## src/rtl/systolic_edge_feeder_if.sv

```systemverilog
// Input vector stream into the systolic edge feeder: one N-lane vector per beat
// with a valid/ready handshake. Lane i occupies s_data[i*DW +: DW].
interface systolic_edge_feeder_if #(
  parameter int N  = 4,
  parameter int DW = 16
) ();
  logic            s_valid;
  logic            s_ready;
  logic [N*DW-1:0] s_data;

  // Upstream producer side
  modport master (output s_valid, output s_data, input s_ready);
  // Feeder side
  modport slave  (input s_valid, input s_data, output s_ready);
endinterface

```

## src/rtl/systolic_edge_feeder.sv

```systemverilog
// Edge feeder for one side (A or B) of the systolic PE array. Accepts one
// N-lane vector per beat, delays lane i by i cycles so operands meet on the
// diagonal, and sequences a tile: PE clear pulse, K feed beats, skew flush,
// done pulse. Two instances (A and B edges) run in lockstep.
module systolic_edge_feeder #(
  parameter int N     = 4,
  parameter int DW    = 16,
  parameter int K_MAX = 256,
  parameter int KW    = $clog2(K_MAX + 1)
) (
  input  logic                   clk,
  input  logic                   rstn,
  input  logic                   start,
  input  logic [KW-1:0]          k_len,
  output logic                   busy,
  output logic                   done,
  output logic                   pe_clear,
  systolic_edge_feeder_if.slave  s_if,
  output logic [N*DW-1:0]        edge_data,
  output logic [N-1:0]           edge_valid
);

  localparam int FW = $clog2(N + 1);

  typedef enum logic [2:0] {
    S_IDLE,
    S_CLEAR,
    S_FEED,
    S_FLUSH,
    S_DONE
  } state_t;

  state_t        r_state;
  logic [KW-1:0] r_k_len;
  logic [KW-1:0] r_beat_cnt;
  logic [FW-1:0] r_flush_cnt;
  logic          r_busy;
  logic          r_done;
  logic          r_pe_clear;
  logic          r_s_ready;

  logic          w_accept;
  logic [KW-1:0] w_beat_next;

  // ready is a registered Moore output, so an accept is purely valid & ready
  assign w_accept    = s_if.s_valid & r_s_ready;
  assign w_beat_next = r_beat_cnt + 1'b1;

  assign busy        = r_busy;
  assign done        = r_done;
  assign pe_clear    = r_pe_clear;
  assign s_if.s_ready = r_s_ready;

  // Tile sequencer; every output is registered alongside the state it belongs to
  always_ff @(posedge clk or negedge rstn) begin
    if (!rstn) begin
      r_state     <= S_IDLE;
      r_k_len     <= '0;
      r_beat_cnt  <= '0;
      r_flush_cnt <= '0;
      r_busy      <= 1'b0;
      r_done      <= 1'b0;
      r_pe_clear  <= 1'b0;
      r_s_ready   <= 1'b0;
    end else begin
      // NOTE: sequential state uses non-blocking assignments only, so the
      // order of statements below never changes which value another reads.
      r_done     <= 1'b0;
      r_pe_clear <= 1'b0;
      case (r_state)
        S_IDLE: begin
          if (start) begin
            r_k_len    <= k_len;
            r_state    <= S_CLEAR;
            r_pe_clear <= 1'b1;
            r_busy     <= 1'b1;
          end
        end
        S_CLEAR: begin
          r_beat_cnt <= '0;
          if (r_k_len == '0) begin
            r_state <= S_DONE;
            r_done  <= 1'b1;
          end else begin
            r_state   <= S_FEED;
            r_s_ready <= 1'b1;
          end
        end
        S_FEED: begin
          if (w_accept) begin
            r_beat_cnt <= w_beat_next;
            if (w_beat_next == r_k_len) begin
              r_state     <= S_FLUSH;
              r_s_ready   <= 1'b0;
              r_flush_cnt <= '0;
            end
          end
        end
        S_FLUSH: begin
          // N cycles let the last beat walk down to lane N-1
          if (r_flush_cnt == FW'(N - 1)) begin
            r_state <= S_DONE;
            r_done  <= 1'b1;
          end else begin
            r_flush_cnt <= r_flush_cnt + 1'b1;
          end
        end
        S_DONE: begin
          r_state <= S_IDLE;
          r_busy  <= 1'b0;
        end
        default: begin
          r_state   <= S_IDLE;
          r_busy    <= 1'b0;
          r_s_ready <= 1'b0;
        end
      endcase
    end
  end

  // Per-lane skew chains: lane i has i+1 stages and shifts every cycle
  for (genvar i = 0; i < N; i++) begin : g_lane
    logic [DW-1:0] r_data [0:i];
    logic [i:0]    r_vld;

    // Stage 0 takes the accepted lane value or a zero bubble; later stages shift
    always_ff @(posedge clk or negedge rstn) begin
      if (!rstn) begin
        // NOTE: the skew stages are reset, unlike a plain storage array,
        // because an invalid edge slot must read as 0 right after reset.
        for (int j = 0; j <= i; j++) r_data[j] <= '0;
        r_vld <= '0;
      end else begin
        r_data[0] <= w_accept ? s_if.s_data[i*DW +: DW] : '0;
        r_vld[0]  <= w_accept;
        for (int j = 1; j <= i; j++) begin
          r_data[j] <= r_data[j-1];
          r_vld[j]  <= r_vld[j-1];
        end
      end
    end

    assign edge_data[i*DW +: DW] = r_data[i];
    assign edge_valid[i]         = r_vld[i];
  end

endmodule

```

## src/flat_wrapper.sv

```systemverilog
// flat-port wrapper written by rule: the top's interface ports become plain ports
module systolic_edge_feeder_flat 
#(
  parameter int N     = 4,
  parameter int DW    = 16,
  parameter int K_MAX = 256,
  parameter int KW    = $clog2(K_MAX + 1)
)
  (clk, rstn, start, k_len, busy, done, pe_clear, edge_data, edge_valid, s_if_s_valid, s_if_s_data, s_if_s_ready);
  systolic_edge_feeder_if #(.N(N), .DW(DW)) s_if_i ();
  input  logic clk;
  input  logic rstn;
  input  logic start;
  input  logic [KW-1:0] k_len;
  output logic busy;
  output logic done;
  output logic pe_clear;
  output logic [N*DW-1:0] edge_data;
  output logic [N-1:0] edge_valid;
  input wire logic [$bits(s_if_i.s_valid)-1:0] s_if_s_valid;
  input wire logic [$bits(s_if_i.s_data)-1:0] s_if_s_data;
  output wire logic [$bits(s_if_i.s_ready)-1:0] s_if_s_ready;
  assign s_if_i.s_valid = s_if_s_valid;
  assign s_if_i.s_data = s_if_s_data;
  assign s_if_s_ready = s_if_i.s_ready;
  systolic_edge_feeder #(.N(N), .DW(DW), .K_MAX(K_MAX), .KW(KW)) u_core (.clk(clk), .rstn(rstn), .start(start), .k_len(k_len), .busy(busy), .done(done), .pe_clear(pe_clear), .s_if(s_if_i), .edge_data(edge_data), .edge_valid(edge_valid));
endmodule
```

## config.mk

```make
export PLATFORM = sky130hd
export DESIGN_NAME = systolic_edge_feeder_flat
export DESIGN_NICKNAME = d
export VERILOG_FILES = /design/src/rtl/systolic_edge_feeder_if.sv /design/src/rtl/systolic_edge_feeder.sv /design/src/flat_wrapper.sv
export SDC_FILE = /design/constraint.sdc
export NUM_CORES = 1
export LEC_CHECK = 0
export CELL_PAD_IN_SITES_DETAIL_PLACEMENT = 0
export CELL_PAD_IN_SITES_GLOBAL_PLACEMENT = 2
export CORE_AREA = 2 2 139 141
export DETAILED_ROUTE_END_ITERATION = 16
export DIE_AREA = 0 0 141 143
export PLACE_DENSITY_LB_ADDON = 0.1
export SLEW_MARGIN = 20
export SYNTH_ARGS = -nofsm -noshare
export SYNTH_HDL_FRONTEND = slang
export SYNTH_SLANG_ARGS = --single-unit
```

## constraint.sdc

```tcl
create_clock -name clk -period 5.5 [get_ports clk]
set_input_delay 0.825 -clock clk [delete_from_list [all_inputs] [get_ports clk]]
set_output_delay 0.825 -clock clk [all_outputs]
set_load 0.005 [all_outputs]
```

==> results.txt <==
yosys warns = 0
Worst Skew = 0.0103 ns
clk sink count = 192
Synth Area in XOR/XNOR = 0.0185
DRT iter0 DRCs = 153
wire length on met3 = 893 um
Yosys reg bits = 192
clock buffer depth = 2
Finish-stage setup viols = 0
Top Layer Used = met4
Clock Latency Late Sink = 0.42 ns
post-synth top area share = 0.732
Startpoint Class = flop
Post-Synth Adder-Cell Area = 0.00572
Post-DP Area = 7900 um^2
GPL Wtd Cong = 0.747
Post-synth EDFFs = 0
Net Switching = 991 uW
Area Growth Syn to Fin = 29.4%
Crit path required time = 4.68 ns
Power Dens Cells = 423 nW/um^2
Antenna Cells = 0
Seq/Total Area, Yosys = 0.732
Nets = 636
met1 WL = 5400 um
largest family of logic cells by synthesized area = simple AND/OR/NAND/NOR gates
Sequential Power Share = 0.483
most used flip-flop cell after synthesis = dfrtp_1
Synth Area in Compound Gates = 0.0465
WL final = 12500 um
Syn Nets = 538
post_cts resized = 0
via count = 3621
Post-Synth Simple-Gate Area = 0.109
Finished Layout Cells = 803
mean instance size in the synthesized netlist = 14.3 um^2
vias in the first global route = 3751
final-report hold violation count = 0
Mapped Cells = 458
min-delay worst type = flop to flop
DR WL/cell = 15.5 um
Post-Place Worst Slack = 2.43 ns
wire length of the first global-routing pass = 20100 um
Buffers on Ports = 148
Worst VDD drop = 0.000200 V
crit path capture type = primary output
CTS clk-pin slew, worst paths = 0.07 ns
most common cell in the netlist = dfrtp_1
number of buffers created by CTS = 17
Tcrit/Tclk final = 0.507
status = finished clean
CTS root buf = clkbuf_16
Cell Int Power = 2600 uW
Slew HR = 0.331
row count = 50
largest net degree at the start of global routing = 117
Worst-Margin Slew = 1.00 ns
final setup TNS = 0 ns
Initial Utilization = 0.353
critical path's largest stage delay = 0.63 ns
top cells by area, synth = dfrtp_1 (73%), and3_1 (6.6%), buf_4 (5.7%), o21ai_0 (1.3%), xnor2_1 (1.2%)
Clk pwr share = 0.337
minimum clock period = 2.79 ns
Filler Cell Count = 1648
worst path arrival time = 1.96 ns
Synth area leader = dfrtp_1
sw frac = 0.276
Leak = 0.00399 uW
Fmax achieved = 359 MHz
setup ws final = 2.71 ns
Met2 Wirelength = 5870 um
RSZ-0062 raised after global routing = no
WS Path Type = flop to primary output
hold buffers post-CTS = 0
Final Instance Area = 8500 um^2
slowest CP cell = clkdlybuf4s50_1
core area = 18600 um^2
multiplexer share of the synthesized area = 0.0137
Cell Area, Synth = 6570 um^2
max_cap viols = 0
drt pass-1 iters = 4
Slew Viols, Final = 0
Async SR Flop Fraction = 1.00
Post-synth top cells = dfrtp_1 (192), and3_1 (69), buf_4 (50)
Post-CTS Setup Inserts = 0
Vias/cell = 4.51
CTS tree = built
H-tree depth = 4
Die W = 141 um
grt ovf = 0
share of cells above drive strength 1 = 0.0949
Die Footprint = 20200 um^2
Routed Antenna Nets = 0
HPWL Detailed = 8150 um
GRT Overall Usage = 0.131
worst-path fanout max = 61
combinational fraction of design power = 0.180
IO Count = 149
post-synth cell types = 43
crit path cell chain = buf_4 > clkdlybuf4s50_1
chip height = 143 um
DP Cell Count = 771
initial antenna violation count = 0
# DRC = 0
## final timing paths
check                                                           start  cells after the start  slack [ns]                                    end
min in group asynchronous                                        rstn                      1        0.50         u_core.edge_data[50]$_DFF_PN0_
worst max-delay path                  u_core.s_if.s_ready$_DFFE_PN0P_                      2        2.71                           s_if_s_ready
worst max register to register       u_core.r_beat_cnt[0]$_DFFE_PN0P_                      6        3.23        u_core.s_if.s_ready$_DFFE_PN0P_
worst min-delay path            u_core.g_lane[3].r_data[33]$_DFF_PN0_                      0        0.35  u_core.g_lane[3].r_data[17]$_DFF_PN0_
worst min register to register  u_core.g_lane[3].r_data[33]$_DFF_PN0_                      0        0.35  u_core.g_lane[3].r_data[17]$_DFF_PN0_
max in group asynchronous                                        rstn                      2        3.71  u_core.g_lane[2].r_data[31]$_DFF_PN0_
## critical path: cells and delay by family (launching register included)
| kind | cells | cell delay [ns] |
|---|---|---|
| buffers and inverters | 2 | 1.09 |
| flip-flops | 1 | 0.45 |
## sequential cells by signal, indices dropped and copies added, names as in the netlist
register / count
u_core.r_state: 3
u_core.busy: 1
u_core.s_if.s_ready: 1
u_core.g_lane.r_vld: 4
u_core.pe_clear: 1
u_core.done: 1
u_core.r_k_len: 9
u_core.r_flush_cnt: 3
u_core.edge_data: 48
u_core.r_beat_cnt: 9
u_core.g_lane.r_data: 112
## layout make-up
| cell class | instances | area [um^2] | share of cell area |
|---|---|---|---|
| Clock buffer | 17 | 425 | 0.0501 |
| Clock inverter | 15 | 173 | 0.0203 |
| Inverter | 5 | 18.8 | 0.00221 |
| Multi-Input combinational cell | 188 | 1270 | 0.150 |
| Sequential cell | 192 | 4810 | 0.566 |
| Tap cell | 234 | 293 | 0.0345 |
| Timing Repair Buffer | 152 | 1510 | 0.178 |
## routing by layer
metal  up-vias  GRT usage
li1       1690          -
met1      1800      0.167
met2       110      0.199
met3        21     0.0523
met4         0     0.0584
met5         -          0
## power groups by stage
| stage | Sequential [uW] | Combinational [uW] | Clock [uW] |
|---|---|---|---|
| 2_1_floorplan | 1710 | 452 | 0 |
| 3_3_place_gp | 1760 | 647 | 0 |
| 3_5_place_dp | 1770 | 660 | 0 |
| 4_1_cts | 1740 | 663 | 1260 |
| 5_1_grt | 1760 | 734 | 1320 |
| 6_report | 1740 | 646 | 1210 |
## per-stage QoR
| stage | power (uW) | hold slack, ns | utilization |
|---|---|---|---|
| after floorplan | 2160 | 0.331 | - |
| after global placement | 2410 | 0.331 | 0.425 |
| after detailed placement | 2430 | 0.335 | 0.425 |
| after CTS | 3670 | 0.347 | 0.457 |
| after global routing | 3810 | 0.353 | 0.457 |
| final | 3590 | 0.346 | 0.457 |
## placed cells by master (no fill, tap or decap), types with 5 or more instances in the layout
cell type | Yosys | layout
nand2b_1 | 6 | 6
o21ai_0 | 17 | 17
clkbuf_16 | 0 | 17
xnor2_1 | 9 | 9
and3_1 | 69 | 69
nor2_1 | 7 | 7
mux2_2 | 6 | 6
inv_1 | 5 | 5
dfrtp_1 | 192 | 191
nor3_1 | 5 | 5
clkdlybuf4s50_1 | 0 | 146
nand2_1 | 15 | 15
nand3_1 | 5 | 5
## logic make-up after synthesis
| logic type | Yosys count |
|---|---|
| AND/OR/NAND/NOR | 119 |
| AO/OA/AOI/OAI | 45 |
| buffers and inverters | 78 |
| flip-flops | 192 |
| multiplexers | 8 |
| XOR/XNOR | 13 |
| adder cells (fa/ha/maj) | 3 |
Note: power is estimated with default switching activity, not from simulation.
